### config.mk
export PLATFORM = sky130hd
export DESIGN_NAME = caxi4interconnect_cdc_rdarb
export DESIGN_NICKNAME = d
export VERILOG_FILES = /design/src/rtl/caxi4interconnect_cdc_rdarb_pkg.sv /design/src/rtl/caxi4interconnect_cdc_rdarb_rrpick.sv /design/src/rtl/caxi4interconnect_cdc_rdarb.sv
export SDC_FILE = /design/constraint.sdc
export NUM_CORES = 1
export LEC_CHECK = 0
export BUFFER_PORTS_ARGS = -buffer_cell sky130_fd_sc_hd__buf_4
export CORE_AREA = 5 5 127 129
export CTS_CLUSTER_DIAMETER = 100
export CTS_CLUSTER_SIZE = 14
export DETAILED_ROUTE_END_ITERATION = 7
export DIE_AREA = 0 0 132 134
export HOLD_SLACK_MARGIN = 0.12
export PLACE_DENSITY_LB_ADDON = 0.2
export SLEW_MARGIN = 10
export SYNTH_ARGS = -nofsm -noshare
export SYNTH_HDL_FRONTEND = slang
export SYNTH_SLANG_ARGS = --single-unit
### constraint.sdc
create_clock -name clk -period 3.35 [get_ports clk]
set_clock_uncertainty 0.15 [all_clocks]
set_input_delay 0.67 -clock clk [delete_from_list [all_inputs] [get_ports clk]]
set_output_delay 0.67 -clock clk [all_outputs]
set_load 0.01 [all_outputs]
### src/rtl/caxi4interconnect_cdc_rdarb_pkg.sv
// Shared types and helpers for the CDC read-side burst-locked arbiter.
// Arbiter state encoding and the source-index width helper live here.
package caxi4interconnect_cdc_rdarb_pkg;

  typedef enum logic {
    ST_IDLE   = 1'b0,
    ST_LOCKED = 1'b1
  } rdarb_state_e;

  function automatic int id_width(input int num_src);
    return (num_src <= 2) ? 1 : $clog2(num_src);
  endfunction

endpackage

### src/rtl/caxi4interconnect_cdc_rdarb_rrpick.sv
// Combinational rotating-priority picker: first requester at or after ptr,
// wrapping modulo NUM_SRC, found by scanning a doubled request vector.
module caxi4interconnect_cdc_rdarb_rrpick #(
  parameter int NUM_SRC  = 4,
  parameter int ID_WIDTH = 2
) (
  input  logic [NUM_SRC-1:0]  req,
  input  logic [ID_WIDTH-1:0] ptr,
  output logic                gntValid,
  output logic [ID_WIDTH-1:0] gntId
);

  logic [2*NUM_SRC-1:0] req_dbl;
  logic [2*NUM_SRC-1:0] req_rot;
  int                   idx;

  // Rotating the doubled vector right by ptr puts source ptr at bit 0;
  // only the low NUM_SRC bits form a complete wrapped window.
  always_comb begin
    req_dbl  = {req, req};
    req_rot  = req_dbl >> ptr;
    gntValid = 1'b0;
    gntId    = '0;
    idx      = 0;
    for (int k = 2 * NUM_SRC - 1; k >= 0; k--) begin
      if (req_rot[k] && (k < NUM_SRC)) begin
        idx = int'(ptr) + k;
        if (idx >= NUM_SRC) idx = idx - NUM_SRC;
        gntValid = 1'b1;
        gntId    = ID_WIDTH'(idx);
      end
    end
  end

endmodule

### src/rtl/caxi4interconnect_cdc_rdarb.sv
// Burst-locked round-robin arbiter sharing one registered beat channel among
// NUM_SRC CDC FIFO read ports; a winner keeps the grant until its last beat.
module caxi4interconnect_cdc_rdarb
  import caxi4interconnect_cdc_rdarb_pkg::*;
#(
  parameter int NUM_SRC    = 4,
  parameter int DATA_WIDTH = 64,
  parameter int ID_WIDTH   = id_width(NUM_SRC)
) (
  input  logic                          clk,
  input  logic                          rst,
  input  logic [NUM_SRC-1:0]            srcValid,
  input  logic [NUM_SRC*DATA_WIDTH-1:0] srcData,
  input  logic [NUM_SRC-1:0]            srcLast,
  output logic [NUM_SRC-1:0]            srcRe,
  output logic                          outValid,
  output logic [DATA_WIDTH-1:0]         outData,
  output logic                          outLast,
  output logic [ID_WIDTH-1:0]           outSrcId,
  input  logic                          outReady
);

  rdarb_state_e          state_q, state_d;
  logic [ID_WIDTH-1:0]   rr_ptr_q, rr_ptr_d;
  logic [ID_WIDTH-1:0]   lock_id_q, lock_id_d;
  logic                  out_valid_q, out_valid_d;
  logic [DATA_WIDTH-1:0] out_data_q, out_data_d;
  logic                  out_last_q, out_last_d;
  logic [ID_WIDTH-1:0]   out_src_id_q, out_src_id_d;

  logic                  pick_vld;
  logic [ID_WIDTH-1:0]   pick_id;
  logic [ID_WIDTH-1:0]   gnt_id;
  logic [ID_WIDTH-1:0]   nxt_ptr;
  logic                  sel_vld;
  logic                  sel_last;
  logic [DATA_WIDTH-1:0] sel_data;
  logic                  load;

  caxi4interconnect_cdc_rdarb_rrpick #(
    .NUM_SRC  (NUM_SRC),
    .ID_WIDTH (ID_WIDTH)
  ) u_pick (
    .req      (srcValid),
    .ptr      (rr_ptr_q),
    .gntValid (pick_vld),
    .gntId    (pick_id)
  );

  // While locked the picker is ignored, so other valid sources cannot steal
  // the channel even when the locked FIFO is momentarily empty.
  always_comb begin
    gnt_id   = (state_q == ST_LOCKED) ? lock_id_q : pick_id;
    sel_vld  = 1'b0;
    sel_last = 1'b0;
    sel_data = '0;
    for (int i = 0; i < NUM_SRC; i++) begin
      if (gnt_id == ID_WIDTH'(i)) begin
        sel_vld  = srcValid[i];
        sel_last = srcLast[i];
        sel_data = srcData[i*DATA_WIDTH +: DATA_WIDTH];
      end
    end
    if (state_q == ST_IDLE) sel_vld = pick_vld;
    load = sel_vld & (~out_valid_q | outReady) & ~rst;
    srcRe = '0;
    for (int i = 0; i < NUM_SRC; i++) begin
      if (load && (gnt_id == ID_WIDTH'(i))) srcRe[i] = 1'b1;
    end
    nxt_ptr = (int'(gnt_id) == NUM_SRC - 1) ? '0 : ID_WIDTH'(int'(gnt_id) + 1);
  end

  always_comb begin
    state_d      = state_q;
    rr_ptr_d     = rr_ptr_q;
    lock_id_d    = lock_id_q;
    out_valid_d  = out_valid_q;
    out_data_d   = out_data_q;
    out_last_d   = out_last_q;
    out_src_id_d = out_src_id_q;
    if (load) begin
      out_valid_d  = 1'b1;
      out_data_d   = sel_data;
      out_last_d   = sel_last;
      out_src_id_d = gnt_id;
      if (sel_last) begin
        state_d  = ST_IDLE;
        rr_ptr_d = nxt_ptr;
      end else begin
        state_d   = ST_LOCKED;
        lock_id_d = gnt_id;
      end
    end else if (outReady) begin
      out_valid_d = 1'b0;
    end
  end

  // Reset abandons any in-flight burst: the lock is dropped, not resumed.
  always_ff @(posedge clk or posedge rst) begin
    if (rst) begin
      state_q      <= ST_IDLE;
      rr_ptr_q     <= '0;
      lock_id_q    <= '0;
      out_valid_q  <= 1'b0;
      out_data_q   <= '0;
      out_last_q   <= 1'b0;
      out_src_id_q <= '0;
    end else begin
      state_q      <= state_d;
      rr_ptr_q     <= rr_ptr_d;
      lock_id_q    <= lock_id_d;
      out_valid_q  <= out_valid_d;
      out_data_q   <= out_data_d;
      out_last_q   <= out_last_d;
      out_src_id_q <= out_src_id_d;
    end
  end

  assign outValid = out_valid_q;
  assign outData  = out_data_q;
  assign outLast  = out_last_q;
  assign outSrcId = out_src_id_q;

endmodule

-- Word level (Yosys, flattened, before mapping)
Index checks and enable logic that the tools add are counted.
- output and inout port bits: 72
- bits in latches: 0
- bits in registers: 73
- memories: 0
- memory bits (read-only): 0
- logic and storage cells: 72
- memory bits (writable): 0
- equal/unequal tests: 4
- div/mod/pow operators: 0
- multiplexer cells: 34
- reduce and logical (&&, ||, !) cells: 8
- shift-type cells: 1
- $lt $le $gt $ge: 4
- add/subtract/negate cells: 8
- multipliers: 0
- bitwise operators: 6
- operators with widths (kind ; count):
    64-bit 2-to-1 mux ; 4
    1-bit 2-to-1 mux ; 20
    2-bit 2-to-1 mux ; 10
    3-bit >= comparator (second input constant) ; 3
    8-bit by 2-bit right shift with 4-bit output ; 1
    2-bit by 1-bit subtractor with 2-bit output (second input constant) ; 4
    2-bit by 2-bit adder with 3-bit output (second input constant) ; 2
    2-bit by 1-bit == test with 1-bit output (second input constant) ; 2
    2-bit == test (second input constant) ; 2
    1-bit logical AND ; 4
    2-bit AND reduction ; 2
    2-bit by 1-bit adder with 3-bit output (second input constant) ; 1
    2-bit by 3-bit >= comparator with 1-bit output (second input constant) ; 1
    1-bit inverter ; 3
    2-bit by 1-bit adder with 2-bit output (second input constant) ; 1
    1-bit bitwise AND ; 2
    2-bit zero test ; 1
    2-bit nonzero test ; 1
    1-bit OR ; 1

-- Longest topological paths before layout
- depth after elaboration: 18
- depth in mapped cells: 14

-- Hierarchy
Synthesis repeated with hierarchy kept, for this count alone.
- cell total of the unflattened synthesis: 575
- area total of the unflattened synthesis: 4636.9 um^2
- by module, submodules not included (module ; area each (um^2) ; sequential area each (um^2) ; times used ; cells each):
    caxi4interconnect_cdc_rdarb ; 4559.4 ; 1826.8 ; 1 ; 560
    caxi4interconnect_cdc_rdarb_rrpick ; 77.6 ; 0.0 ; 1 ; 15

-- Worst setup path after synthesis
No wires, ideal clock.
- path type: input port to output port
- start: input port srcValid[0]
- end: output port srcRe[0]
- arrival: 2579 ps
- required time: 2530 ps
- slack: -49 ps
- path buffers: 3
- stages on the path: 13
- cell sequence: nor2b_1 a21oi_1 a21oi_1 o31a_1 inv_1 ha_1 buf_2 nand3b_1 a221oi_2 o21ai_2 buf_6 buf_2 nor2_1
- word-level cells in the longest chain between the ends: 16
- elaborated cells between the ends (all ways): 23
- RTL lines (what ; RTL line ; source):
    start, declared ; caxi4interconnect_cdc_rdarb.sv:12 ; input logic [NUM_SRC-1:0] srcValid,
    8-bit by 2-bit right shift with 4-bit output * ; caxi4interconnect_cdc_rdarb_rrpick.sv:21 ; req_rot = req_dbl >> ptr;
    2-bit 2-to-1 mux (3 in a row) ; caxi4interconnect_cdc_rdarb_rrpick.sv:26 ; if (req_rot[k] && (k < NUM_SRC)) begin
    2-bit 2-to-1 mux * ; caxi4interconnect_cdc_rdarb_rrpick.sv:26 ;
    2-bit 2-to-1 mux * ; caxi4interconnect_cdc_rdarb.sv:53 ; gnt_id = (state_q == ST_LOCKED) ? lock_id_q : pick_id;
    named net gnt_id[0] ; caxi4interconnect_cdc_rdarb.sv:33 ; logic [ID_WIDTH-1:0] gnt_id;
    2-bit zero test ; caxi4interconnect_cdc_rdarb.sv:58, caxi4interconnect_cdc_rdarb.sv:68 ;
    1-bit 2-to-1 mux (4 in a row) ; caxi4interconnect_cdc_rdarb.sv:58 ; if (gnt_id == ID_WIDTH'(i)) begin
    1-bit 2-to-1 mux ; caxi4interconnect_cdc_rdarb.sv:64 ; if (state_q == ST_IDLE) sel_vld = pick_vld;
    1-bit bitwise AND (2 in a row) ; caxi4interconnect_cdc_rdarb.sv:65 ; load = sel_vld & (~out_valid_q | outReady) & ~rst;
    1-bit logical AND * ; caxi4interconnect_cdc_rdarb.sv:68 ; if (load && (gnt_id == ID_WIDTH'(i))) srcRe[i] = 1'b1;
    1-bit 2-to-1 mux * ; caxi4interconnect_cdc_rdarb.sv:68 ;
    end, declared ; caxi4interconnect_cdc_rdarb.sv:15 ; output logic [NUM_SRC-1:0] srcRe,
The timed path passes the listed nets; every way through them passes the cells marked *.

-- Worst setup path after layout
- start: input port srcValid[1]
- end: output port srcRe[3]
- word-level cells in the longest chain between the ends: 16
- elaborated cells between the ends (all ways): 23
- RTL lines (what ; RTL line):
    8-bit by 2-bit right shift with 4-bit output ; caxi4interconnect_cdc_rdarb_rrpick.sv:21
    2-bit 2-to-1 mux (4 in a row) ; caxi4interconnect_cdc_rdarb_rrpick.sv:26
    2-bit 2-to-1 mux ; caxi4interconnect_cdc_rdarb.sv:53
    2-bit zero test ; caxi4interconnect_cdc_rdarb.sv:58
    1-bit 2-to-1 mux (4 in a row) ; caxi4interconnect_cdc_rdarb.sv:58
    1-bit 2-to-1 mux ; caxi4interconnect_cdc_rdarb.sv:64
    1-bit bitwise AND (2 in a row) ; caxi4interconnect_cdc_rdarb.sv:65
    1-bit logical AND * ; caxi4interconnect_cdc_rdarb.sv:68
    1-bit 2-to-1 mux * ; caxi4interconnect_cdc_rdarb.sv:68
Every way passes the cells marked *; elsewhere a longest branch is shown, timed or not.

==> flow_metrics.tcl <==
set metrics [dict create \
    synth_warnings 0 \
    grt-ovfl-total 0 \
    violations "negative setup slack" \
    ys.flop_type "dfrtp_1" \
    cts_buffer_depth 2 \
    intPower_mw 4.25 \
    io_pins 339 \
    critPathLaunchType "primary input" \
    final_common_cell "buf_4" \
    synth_nets 855 \
    ir_drop_mv 0.524 \
    hpwl_um 15300 \
    antenna_found_initial 0 \
    synthTopCellsByArea "dfrtp_1 (41%), a221oi_1 (12%), a21oi_1 (8.0%)" \
    clk_pin_slew_ns 0.06 \
    fin_ws_ns -0.205 \
    async_flop_share_pct 100 \
    fmaxAchievable_mhz 281 \
    routed_wl_um 20400 \
    wl_met2_um 10200 \
    layout_common_cells "buf_4 (382), nand2_1 (73), dfrtp_1 (71)" \
    post_dp_cell_area_mm2 0.00739 \
    outcome "complete, but fails checks" \
    h-tree-depth 3 \
    synth_top_area_share_pct 40.5 \
    grt_pass1_vias 5453 \
    synth-edff-count 0 \
    drt_iter0_drc 259 \
    crit_required_ns 2.53 \
    fillers 1453 \
    grt_first_pass_wirelength_um 30100 \
    sw_frac_of_total_pct 44.5 \
    root_buffer "clkbuf_16" \
    gp_congestion 0.885 \
    rsz0062_at_grt "true" \
    layout_min_cycle_time_ns 3.56 \
    grt_max_degree 66 \
    ff_latch_area_mm2 0.00183 \
    fin_nets 1199 \
    drc 0 \
    die_h_um 134 \
    finalSetupViolCount 5 \
    switchingPower_mw 3.40 \
    cp_max_fo 7 \
    final_cell_area_mm2 0.00796 \
    ant_nets 0 \
    combPwrFrac_pct 68.3 \
    track_usage_pct 21.5 \
    synth_cells 584 \
    clkPwrFrac_pct 11.8 \
    ctsHoldBuffers 0 \
    cp.arrival_ns 2.74 \
    fin_crit_sh_pct 106 \
    numCtsBuffers 9 \
    core_area_mm2 0.0149 \
    slew_viol_final 0 \
    die_w_um 132 \
    synth_cell_types 28 \
    via_per_inst 5.07 \
    path_class "primary input to output pin" \
    numPortBuffers 338 \
    initial_utilization_pct 30.2 \
    hold_path_class "primary input to async pin" \
    cts_tree "done" \
    leakage_nw 3.80 \
    wl_met1_um 7910 \
    die-area_mm2 0.0177 \
    yosysTopAreaCell "dfrtp_1" \
    syn_area_mm2 0.00451 \
    cts.sink_count 73 \
    first_pass_iters 5 \
    relSlewSlack_pct 53.5 \
    highest_layer "met4" \
    avgSynthCellArea_um2 7.72 \
    wl_per_cell_um 18.3 \
    p_total_mw 7.65 \
    clk_latency_ns 0.33 \
    end_kind "output pin" \
    synthToLayoutAreaGrowth_pct 76.5 \
    seqPwrFrac_pct 19.9 \
    final_layout_size_suffix_gt1_share_pct 46.9 \
    multi_input_area_mm2 0.00256 \
    diodes 0 \
    max_cap_violations 0 \
    p_per_area_mw_per_mm2 962 \
    worstMarginPinSlew_ns 0.697 \
    hold_violations 0 \
    rows 45 \
    ys_ff_latch 73 \
    vias 5668 \
    synth-seq-area-share_pct 40.5 \
    route.met3.wl_um 1830 \
]
worst paths after layout:
path	startpoint	endpoint	slack (ns)	depth (start not counted)
worst max-delay path	srcValid[1]	srcRe[3]	-0.21	12
worst min-delay path	rst	lock_id_q[1]	0.29	2
worst max register to register	rr_ptr_q[0]	lock_id_q[0]	-0.15	21
worst min register to register	outData[30]	outData[30]	0.32	2
max in group asynchronous	rst	outData[55]	2.12	3
min in group clk	outData[30]	outData[30]	0.32	2
worst max-delay path, cell delays in order:
cell      delay, ns
buf_4          0.12
buf_4          0.13
a21oi_1        0.21
nor2_1         0.10
o31ai_4        0.32
ha_2           0.29
nand3b_1       0.14
a221oi_4       0.30
o21ai_4        0.09
buf_12         0.17
nor2_4         0.09
buf_6          0.11
cell families after synthesis:
family	share of synthesized area, %
buf+inv	6.41
compound gates	30.6
simple gates	20.7
fa+ha+maj	1.11
flops	40.5
mux	0.666
metal layers:
metal  vias to the layer above  global-route usage, %
li1                       2820                      -
met1                      2561                   25.3
met2                       255                   36.4
met3                        32                   7.01
met4                         0                   8.29
met5                         -                      0
final cells by class:
| type | instances | share of cell area, % |
|---|---|---|
| multi-input combinational | 442 | 32.1 |
| clock buffer | 13 | 3.40 |
| inverter | 10 | 0.488 |
| timing repair buffer | 392 | 38.0 |
| sequential | 73 | 23.0 |
| tap | 188 | 2.96 |
synthesized netlist by cell type, types with 4 or more instances:
| library cell | instances |
|---|---|
| nand2_1 | 74 |
| dfrtp_1 | 73 |
| nor2_1 | 70 |
| clkbuf_1 | 32 |
| buf_2 | 18 |
| buf_1 | 8 |
| a221oi_1 | 64 |
| ha_1 | 4 |
| nor3_1 | 64 |
| a21oi_1 | 72 |
| inv_1 | 10 |
| o21ai_0 | 70 |
power by group through the flow:
stage	clock network [mW]	registers, mW	logic (mW)
after floorplan	0	1.66	2.89
after global placement	0	1.51	4.88
after detailed placement	0	1.52	4.93
after CTS	0.935	1.52	5.14
after global routing	0.967	1.57	5.75
final	0.905	1.52	5.22
registers in the layout, indices dropped and copies added, names as in the netlist:
register,flops
outSrcId,2
outLast,1
rr_ptr_q,2
outData,64
outValid,1
state_q,1
lock_id_q,2
through the flow:
stage          worst slack (ns)  instances  TNS (ns)  hold slack (ns)  utilization, %
3_5_place_dp             -0.218       1083     -2.90            0.319            49.6
2_1_floorplan            0.0115        584         0            0.318               -
3_3_place_gp             -0.209       1083     -1.79            0.314            49.6
4_1_cts                 -0.0783       1115    -0.271            0.304            52.7
6_report                 -0.205       1118    -0.920            0.292            53.3
5_1_grt                  -0.315       1118     -1.46            0.349            53.3
timing repair:
action / CTS / global route
hold endpoints to repair: 0 / 0
pin swaps: 4 / 8
buffers inserted: 19 / 5
endpoints found under the setup margin: 4 / 8
resized for setup: 11 / 16
No activity file was read; power rests on OpenSTA's default activity.
